<file path="src/rtl/and4_bist_pkg.sv">
// Shared types and constants for the and4gate BIST sequencer.
package and4_bist_pkg;

   typedef enum logic [1:0] {
      IDLE   = 2'd0,
      SETTLE = 2'd1,
      SAMPLE = 2'd2,
      DONE   = 2'd3
   } state_e;

   localparam int         NUM_VEC     = 16;
   localparam logic [3:0] LAST_VEC    = 4'(NUM_VEC - 1);
   localparam logic [7:0] MISR_POLY   = 8'h1C;
   localparam logic [7:0] MISR_GOLDEN = 8'h1D;

   // One step of the response compactor: shift left, feed back the outgoing bit XOR the new sample.
   function automatic logic [7:0] misr_step(input logic [7:0] s, input logic d);
      logic fb;
      fb = s[7] ^ d;
      return {s[6:0], fb} ^ ({8{fb}} & MISR_POLY);
   endfunction

endpackage

</file>
<file path="src/rtl/and4_bist_misr.sv">
// 8-bit response signature register for the and4gate BIST; folds in one gate sample per enable.
module and4_bist_misr
   import and4_bist_pkg::*;
(
   input  logic       clk,
   input  logic       rst,
   input  logic       clr_i,
   input  logic       en_i,
   input  logic       d_i,
   output logic [7:0] sig_o
);

   logic [7:0] sig_q;

   always_ff @(posedge clk or posedge rst) begin
      if (rst) begin
         sig_q <= '0;
      end else if (clr_i) begin
         sig_q <= '0;
      end else if (en_i) begin
         sig_q <= misr_step(sig_q, d_i);
      end
   end

   assign sig_o = sig_q;

endmodule

</file>
<file path="src/rtl/and4_bist_ctrl.sv">
// BIST sequencer for and4gate: sweeps all 16 vectors, samples f after a settle delay, logs errors.
// Define AND4_BIST_MISR_EN to add the 8-bit response signature output sig.
module and4_bist_ctrl
   import and4_bist_pkg::*;
#(
   parameter int SETTLE_CYC = 2,
   parameter int ERR_W      = 5
) (
   input  logic             clk,
   input  logic             rst,
   input  logic             start,
   input  logic             f_in,
   output logic [3:0]       vec,
   output logic             busy,
   output logic             done,
   output logic             pass,
   output logic [ERR_W-1:0] err_cnt,
   output logic [3:0]       first_fail_vec,
   output logic             first_fail_valid
`ifdef AND4_BIST_MISR_EN
   ,
   output logic [7:0]       sig
`endif
);

   localparam logic [3:0] SETTLE_RELOAD = 4'(SETTLE_CYC - 1);

   state_e           state_q, state_d;
   logic [3:0]       vec_q, vec_d;
   logic [3:0]       cnt_q, cnt_d;
   logic [ERR_W-1:0] err_q, err_d;
   logic             pass_q, pass_d;
   logic [3:0]       ffv_q, ffv_d;
   logic             ffval_q, ffval_d;

   always_ff @(posedge clk or posedge rst) begin
      if (rst) begin
         state_q <= IDLE;
         vec_q   <= '0;
         cnt_q   <= '0;
         err_q   <= '0;
         pass_q  <= 1'b0;
         ffv_q   <= '0;
         ffval_q <= 1'b0;
      end else begin
         state_q <= state_d;
         vec_q   <= vec_d;
         cnt_q   <= cnt_d;
         err_q   <= err_d;
         pass_q  <= pass_d;
         ffv_q   <= ffv_d;
         ffval_q <= ffval_d;
      end
   end

   always_comb begin
      state_d = state_q;
      vec_d   = vec_q;
      cnt_d   = cnt_q;
      err_d   = err_q;
      pass_d  = pass_q;
      ffv_d   = ffv_q;
      ffval_d = ffval_q;
      case (state_q)
         IDLE: begin
            if (start) begin
               state_d = SETTLE;
               vec_d   = '0;
               cnt_d   = SETTLE_RELOAD;
               err_d   = '0;
               pass_d  = 1'b0;
               ffv_d   = '0;
               ffval_d = 1'b0;
            end
         end
         SETTLE: begin
            if (cnt_q == 4'd0) state_d = SAMPLE;
            else               cnt_d   = cnt_q - 4'd1;
         end
         SAMPLE: begin
            if (f_in != (&vec_q)) begin
               err_d = err_q + 1'b1;
               if (!ffval_q) begin
                  ffv_d   = vec_q;
                  ffval_d = 1'b1;
               end
            end
            // pass is settled on entry to DONE so it is valid alongside the done pulse
            if (vec_q == LAST_VEC) begin
               state_d = DONE;
               pass_d  = (err_d == '0);
            end else begin
               state_d = SETTLE;
               vec_d   = vec_q + 4'd1;
               cnt_d   = SETTLE_RELOAD;
            end
         end
         DONE:    state_d = IDLE;
         default: state_d = IDLE;
      endcase
   end

   assign vec              = vec_q;
   assign busy             = (state_q != IDLE);
   assign done             = (state_q == DONE);
   assign pass             = pass_q;
   assign err_cnt          = err_q;
   assign first_fail_vec   = ffv_q;
   assign first_fail_valid = ffval_q;

`ifdef AND4_BIST_MISR_EN
   and4_bist_misr u_misr (
      .clk   (clk),
      .rst   (rst),
      .clr_i ((state_q == IDLE) && start),
      .en_i  (state_q == SAMPLE),
      .d_i   (f_in),
      .sig_o (sig)
   );
`endif

endmodule

</file>
<file path="config.mk">
export PLATFORM = sky130hd
export DESIGN_NAME = and4_bist_ctrl
export DESIGN_NICKNAME = d
export VERILOG_FILES = /design/src/rtl/and4_bist_pkg.sv /design/src/rtl/and4_bist_misr.sv /design/src/rtl/and4_bist_ctrl.sv
export SDC_FILE = /design/constraint.sdc
export NUM_CORES = 1
export LEC_CHECK = 0
export ABC_AREA = 1
export BUFFER_PORTS_ARGS = -buffer_cell sky130_fd_sc_hd__buf_2
export CORE_MARGIN = 5
export CORE_UTILIZATION = 44
export CTS_CLUSTER_SIZE = 25
export DETAILED_ROUTE_END_ITERATION = 8
export GPL_TIMING_DRIVEN = 0
export HOLD_SLACK_MARGIN = 0.15
export PLACE_DENSITY = 0.67
export SYNTH_ARGS = -nofsm -noshare
export SYNTH_HDL_FRONTEND = slang
export SYNTH_SLANG_ARGS = --single-unit
</file>
<file path="constraint.sdc">
create_clock -name clk -period 1.7 [get_ports clk]
set_input_delay 0.17 -clock clk [delete_from_list [all_inputs] [get_ports clk]]
set_output_delay 0.17 -clock clk [all_outputs]
set_load 0.03 [all_outputs]
</file>
==> results of run 1 <==
cells in the mapped netlist:
| master | number | area [sq um] |
|---|---|---|
| nand4_4 | 1 | 21.27 |
| inv_1 | 21 | 78.83 |
| nand2_2 | 3 | 18.77 |
| inv_4 | 1 | 6.260 |
| o22ai_1 | 5 | 31.28 |
| a31oi_4 | 1 | 21.27 |
| xor2_1 | 2 | 17.52 |
| nor2_4 | 3 | 33.78 |
| xnor2_1 | 1 | 8.760 |
| dfrtp_1 | 21 | 525.5 |
| nor2_1 | 6 | 22.52 |
| nand3_1 | 15 | 75.07 |
| o21ai_0 | 10 | 50.05 |
| nand2_1 | 38 | 142.6 |
| nand2_4 | 2 | 22.52 |
| a21oi_2 | 1 | 8.760 |
| inv_2 | 2 | 7.510 |
| a21oi_1 | 2 | 10.01 |
| nand3b_1 | 1 | 7.510 |
| o31ai_1 | 2 | 15.01 |
| nand3_4 | 1 | 17.52 |
| nand4_1 | 3 | 18.77 |
| ha_1 | 4 | 50.05 |
worst reg2reg max path: stages (launching register included):
cell and delay, ns:
dfrtp_2 0.44, ha_2 0.29, nand3_4 0.13, nand2_4 0.14, nand2_4 0.10, nand2_1 0.07, nand2_1 0.07, nand2_1 0.07
inv_1 0.04, nand2_1 0.06, nand2_1 0.05
layer usage:
layer  global-route usage  vias to the layer above  part of all wire
met3              0.02518                        4             0.045
li1                     -                      527                 -
met1               0.1593                      469              0.45
met4              0.04244                        0             0.011
met2               0.2280                       25              0.49
met5                    0                        -                 0
power breakdown:
| part | switching (mW) | internal (mW) |
|---|---|---|
| clock network | 0.159 | 0.0916 |
| logic | 0.777 | 0.360 |
| registers | 0.163 | 0.651 |
| total | 1.10 | 1.10 |
stage by stage:
stage	instances	hold slack, ns	instance area (sq um)
3_3_place_gp	197	0.3628	1350
2_1_floorplan	146	0.1465	1211
3_5_place_dp	197	0.3782	1350
5_1_grt	202	0.2370	1390
4_1_cts	202	0.2271	1386
6_report	202	0.2254	1390
logic make-up after synthesis:
family | Yosys count | share of synthesized area
adders and majority gates | 4 | 0.04132
and+or+nand+nor | 73 | 0.3141
buffers and inverters | 24 | 0.07646
xor gates and xnor gates | 3 | 0.02170
AOI/OAI and AO/OA | 21 | 0.1126
DFF | 21 | 0.4339
final timing paths:
kind	startpoint	end	slack [ns]	depth (start not counted)
max	vec[0]	pass	0.16	10
min	start	state_q[0]	0.23	3
max reg2reg	vec[0]	pass	0.16	10
min reg2reg	first_fail_vec[3]	first_fail_vec[3]	0.50	2
max in group asynchronous	rst	vec[0]	0.60	3
min in group asynchronous	rst	first_fail_vec[1]	0.55	3
cell type report:
class,instances,area share
multi-input cells,101,0.4284
flip-flops and latches,21,0.3789
repair buffers,21,0.07921
inverters,24,0.06661
well taps,31,0.02790
clock buffers,4,0.01890
registers in the layout (all words and copies together) (netlist names):
register / flops
cnt_q: 4
err_cnt: 5
first_fail_valid: 1
first_fail_vec: 4
pass: 1
state_q: 2
vec: 4
timing repair:
action	CTS	global route
endpoints found under the hold margin	21	0
gates resized for setup	0	2
hold buffers	1	0
setup endpoints to repair	0	6
==> metrics.md, run 1 <==
| Metric | Value |
|---|---|
| Status | completed |
| Routed length per instance | 12.30 um |
| Setup crit start kind | flip-flop |
| Delay-heaviest family, CP | simple AND/OR/NAND/NOR gates |
| Hold Path Class | primary input to flip-flop |
| Share of cells above drive strength 1 | 0.2339 |
| Total negative slack | 0 ns |
| Fillers | between 200 and 300 |
| Detailed Place HPWL | 1841 um |
| Cell Pwr Density | 1584 nW/um^2 |
| Setup violators final | 0 |
| DRC | 0 |
| Initial antenna violation count | 0 |
| Sink Count | 21 |
| Syn Inst Count | roughly 150 |
| Commonest cells after routing, fill and taps aside | nand2_1, inv_1, dfrtp_1, buf_2, nand3_1 |
| Critical Path Fanout Max | 7 |
| Skew final | 0.002555 ns |
| Seq/Total Area, Yosys | 0.4339 |
| RSZ-0062 raised after global routing | false |
| Commonest non-fill, non-tap cell in the layout | nand2_1 |
| Post-synthesis cell area | around 1200 sq um |
| Pin count of the biggest net entering global routing | 22 |
| Die height | 62.47 um |
| Worst setup margin | around 0.16 ns |
| YS warnings | 0 |
| Setup CP Type | flip-flop to flip-flop |
| Slew @ Worst Pin | between 0.8 and 0.9 ns |
| Die ar. | slightly below 4000 sq um |
| Min cycle time layout | around 1.5 ns |
| Slowest cell on the critical path | dfrtp_2 |
| Core area | roughly 2700 sq um |
| Netlist cell types | 23 |
| Diode count | 0 |
| Slew HR | 0.4572 |
| Final Core Density | 0.5175 |
| H-tree depth | 1 |
| Postcts setup bufs | 0 |
| Worst endpoint required time | roughly 1.9 ns |
| Gr ovfl total | 0 |
| CP bufs+invs | 1 |
| VDD IR-drop max | 0.0009536 V |
| CTS clock-pin slew for the worst setup and hold paths | 0.12 ns |
| Port bufs | 20 |
| GRT Util Overall | 0.1304 |
| CTS tree | yes |
| Routability cong. | around 0.8 |
| First-pass GRT wire length | 4257 um |
| Fmax | 650.0 MHz |
| Cell chain of the critical path | ha_2 -> nand3_4 -> nand2_4 -> nand2_4 -> nand2_1 -> nand2_1 -> nand2_1 -> inv_1 -> nand2_1 -> nand2_1 |
| Antenna-violating nets left | 0 |
| Endpoints failing hold | 0 |
| Drt pass-1 iters | 4 |
| Setup WS pre-CTS | between 0.05 and 0.06 ns |
| Starting DRT DRC Count | 60 |
| Overall power | ~2.2 mW |
| Via count | 1,025 |
| Max Cap Viol | 0 |
| Clock latency on the worst-skew pair | between 0.3 and 0.4 ns |
| CP max stage delay | ~0.44 ns |
| Initial Util | 0.4509 |
| Multi-input gate area | 595.6 sq um |
| Clk root buf | clkbuf_4 |
| FF+latch area | 526.8 sq um |
| Crit path DAT | 1.75 ns |
| CTS Buffer Depth | 2 |
| Total CTS buffers | 3 |
| Ports | 21 |
| Via density | just over 5 |
| Nets | between 150 and 200 |
| CP most frequent cell | nand2_1 |
| Syn_nets | between 150 and 200 |
| Routed wire length | around 2500 um |
| Final Max Slew Viols | 0 |
| Period utilization | 0.9049 |
| Cell Rows | 19 |
| Yosys reg bits | 21 |
| Lkg Pwr | a little over 0.7 nW |
| Layout area overhead | 14.77% |
| Vias in the first global route | between 900 and 1,000 |
| Crit path capture type | flip-flop |
| Synth Area per Inst | a little over 8 sq um |
| Die X | 62.47 um |
Power figures use the tool's default switching activity.
==> inputs of run 2 (changes only) <==
--- a/config.mk
+++ b/config.mk
@@ -7,6 +7,7 @@
 export LEC_CHECK = 0
 export ABC_AREA = 1
 export BUFFER_PORTS_ARGS = -buffer_cell sky130_fd_sc_hd__buf_2
+export CORE_ASPECT_RATIO = 0.5
 export CORE_MARGIN = 5
 export CORE_UTILIZATION = 44
 export CTS_CLUSTER_SIZE = 25
==> run 2 against run 1 <==
Combinational power barely moved. Sequential share of layout area shrank 1.0 points. Via count decreased by 1.2%. Sequential power increased by 0.7%. Die area rose by 1.6%. Hold slack better by 0.024 ns. Power grew 4.4%. Utilization grew 2.8 points. Wire length increased by 1.9%. Setup slack better by 0.058 ns. Largest cell class unchanged. Largest power group unchanged. Highest routed layer unchanged.
==> metrics.md, run 2 (same netlist as run 1, synthesis figures left out) <==
| Metric | Value |
|---|---|
| Critical path depth | 10 (unchanged) |
| Gr ovfl total | 0 (unchanged) |
| WHS Path Cells | 4 (was 3) |
| Die height | 47.10 um (was 62.47 um) |
| Max reg flops | 5 (unchanged) |
| Cell Pwr Density | 1610 nW/um^2 (was 1584 nW/um^2) |
| Crit path capture type | flip-flop (unchanged) |
| Cell Rows | 13 (was 19) |
| Sw frac | 0.4876 (was 0.4994) |
| Die X | 84.20 um (was 62.47 um) |
| Max Cap Viol | 0 (unchanged) |
| Post-Place Cells | 203 (was 197) |
| Endpoints failing hold | 0 (unchanged) |
| Total negative slack | 0 ns (unchanged) |
| Skew final | 0.008982 ns (was 0.002555 ns) |
| H-tree depth | 1 (unchanged) |
| Slew @ Worst Pin | 0.8232 ns (was 0.8133 ns) |
| Worst endpoint required time | 1.87 ns (was 1.91 ns) |
| Setup CP Type | flip-flop to flip-flop (unchanged) |
| Final Non-Filler Cells | 208 (was 202) |
| Detailed Place HPWL | 1919 um (was 1841 um) |
| Die ar. | 3966 sq um (was 3902 sq um) |
| Delay-heaviest family, CP | simple AND/OR/NAND/NOR gates (unchanged) |
| Drt pass-1 iters | 4 (unchanged) |
| Net switching power | 1.121 mW (was 1.100 mW) |
| Clock latency on the worst-skew pair | 0.27 ns (was 0.31 ns) |
| Routed wire length | 2530 um (was 2484 um) |
| CP most frequent cell | nand2_1 (unchanged) |
| Clock network power share | 0.146 (was 0.114) |
| Initial Util | 0.4625 (was 0.4509) |
| Sink Count | 21 (unchanged) |
| CP max stage delay | 0.46 ns (was 0.44 ns) |
| Fmax | 675.4 MHz (was 650.0 MHz) |
| Layout area overhead | 17.87% (was 14.77%) |
| Seq pwr share | 0.357 (was 0.370) |
| Period utilization | 0.8710 (was 0.9049) |
| Core area | 2619 sq um (was 2686 sq um) |
| Final Core Density | 0.5452 (was 0.5175) |
| CTS Buffer Depth | 2 (unchanged) |
| Via density | 4.870 (was 5.074) |
| Critical Path Fanout Max | 7 (unchanged) |
| Crit path DAT | 1.65 ns (was 1.75 ns) |
| Routed length per instance | 12.16 um (was 12.30 um) |
| Cell chain of the critical path | ha_4 -> nand3_4 -> nand2_4 -> nand2_4 -> nand2_1 -> nand2_1 -> nand2_1 -> inv_1 -> nand2_1 -> nand2_1 (was ha_2 -> nand3_4 -> nand2_4 -> nand2_4 -> nand2_1 -> nand2_1 -> nand2_1 -> inv_1 -> nand2_1 -> nand2_1) |
| GRT Util Overall | 0.1418 (was 0.1304) |
| Routability cong. | 0.8248 (was 0.7901) |
| Power share of the combinational group | 0.498 (was 0.517) |
| Vias in the first global route | 951 (was 993) |
| CTS tree | yes (unchanged) |
| VDD IR-drop max | 0.0006550 V (was 0.0009536 V) |
| CTS clock-pin slew for the worst setup and hold paths | 0.08 ns (was 0.12 ns) |
| Port bufs | 20 (unchanged) |
| Final Max Slew Viols | 0 (unchanged) |
| Starting DRT DRC Count | 61 (was 60) |
| Slowest cell on the critical path | dfrtp_2 (unchanged) |
| Clk root buf | clkbuf_8 (was clkbuf_4) |
| Setup violators final | 0 (unchanged) |
| Lkg Pwr | 0.7373 nW (was 0.7261 nW) |
| Status | completed (unchanged) |
| DRC | 0 (unchanged) |
| First-pass GRT wire length | 4326 um (was 4257 um) |
| RSZ-0062 raised after global routing | false (unchanged) |
| Initial antenna violation count | 0 (unchanged) |
| Diode count | 0 (unchanged) |
| Nets | 180 (unchanged) |
| Setup crit start kind | flip-flop (unchanged) |
| Commonest cells after routing, fill and taps aside | nand2_1, inv_1, dfrtp_1, buf_2, nand3_1 (unchanged) |
| Min cycle time layout | 1.481 ns (was 1.538 ns) |
| CP bufs+invs | 1 (unchanged) |
| Worst Reg2Reg Path Length in Cells | 10 (unchanged) |
| Pin count of the biggest net entering global routing | 22 (unchanged) |
| Ports | 21 (unchanged) |
| Slew HR | 0.4506 (was 0.4572) |
| Antenna-violating nets left | 0 (unchanged) |
| Hold Path Class | primary input to flip-flop (unchanged) |
| Total CTS buffers | 3 (unchanged) |
| Commonest non-fill, non-tap cell in the layout | nand2_1 (unchanged) |
| Hold WS | 0.2496 ns (was 0.2254 ns) |
| Pint | 1.178 mW (was 1.102 mW) |
| Share of cells above drive strength 1 | 0.2398 (was 0.2339) |
| Via count | 1,013 (was 1,025) |
## run 2: final timing paths
kind                              startpoint                 to  slack (ns)
setup / recovery                      vec[0]               pass        0.22
hold / removal                         start               pass        0.25
setup reg to reg                      vec[0]               pass        0.22
hold reg to reg            first_fail_vec[3]  first_fail_vec[3]        0.49
max in group asynchronous                rst             vec[0]        0.53
min in group asynchronous                rst               pass        0.60
## run 2: what timing repair did
action | in CTS | in global routing
setup buffers | 0 | 0
gates resized for setup | 0 | 3
hold buffers | 1 | 0
endpoints found under the hold margin | 21 | 0
endpoints found under the setup margin | 0 | 9
## run 2: worst reg2reg max path, delay by kind of cell (launching register included)
family,cells,cell delay (ns)
adders and majority gates,1,0.21
buffers and inverters,1,0.05
DFF,1,0.46
and+or+nand+nor,8,0.68
## run 2: routing by layer
layer  track usage  share of wire  vias to the layer above
li1              -              -                      530
met1        0.1806           0.50                      463
met2        0.2398           0.45                       18
met3       0.05254          0.045                        2
met4       0.02885         0.0075                        0
met5             0              0                        -
## run 2: stage by stage
step | total power [mW] | area (sq um) | worst slack [ns]
final | 2.299 | 1428 | 0.2193
after global routing | 2.496 | 1428 | 0.01342
after CTS | 2.298 | 1414 | 0.004990
after detailed placement | 1.963 | 1358 | 0.006518
after global placement | 1.932 | 1358 | 0.08191
after floorplan | 1.678 | 1211 | 0.02595
## run 2: final cells by class
class	instances	area, sq um
clock inverters	1	5.005
clock buffers	3	41.29
repair buffers	21	110.1
well taps	37	46.29
flip-flops and latches	21	526.8
inverters	24	92.59
fillers	267	1191
multi-input cells	101	605.6
## run 2: power groups by stage
stage	registers, mW	logic [mW]	clock network, mW
after CTS	0.810	1.15	0.340
after global placement	0.813	1.12	0
after floorplan	0.973	0.704	0
after global routing	0.848	1.29	0.358
after detailed placement	0.819	1.14	0
final	0.820	1.14	0.335
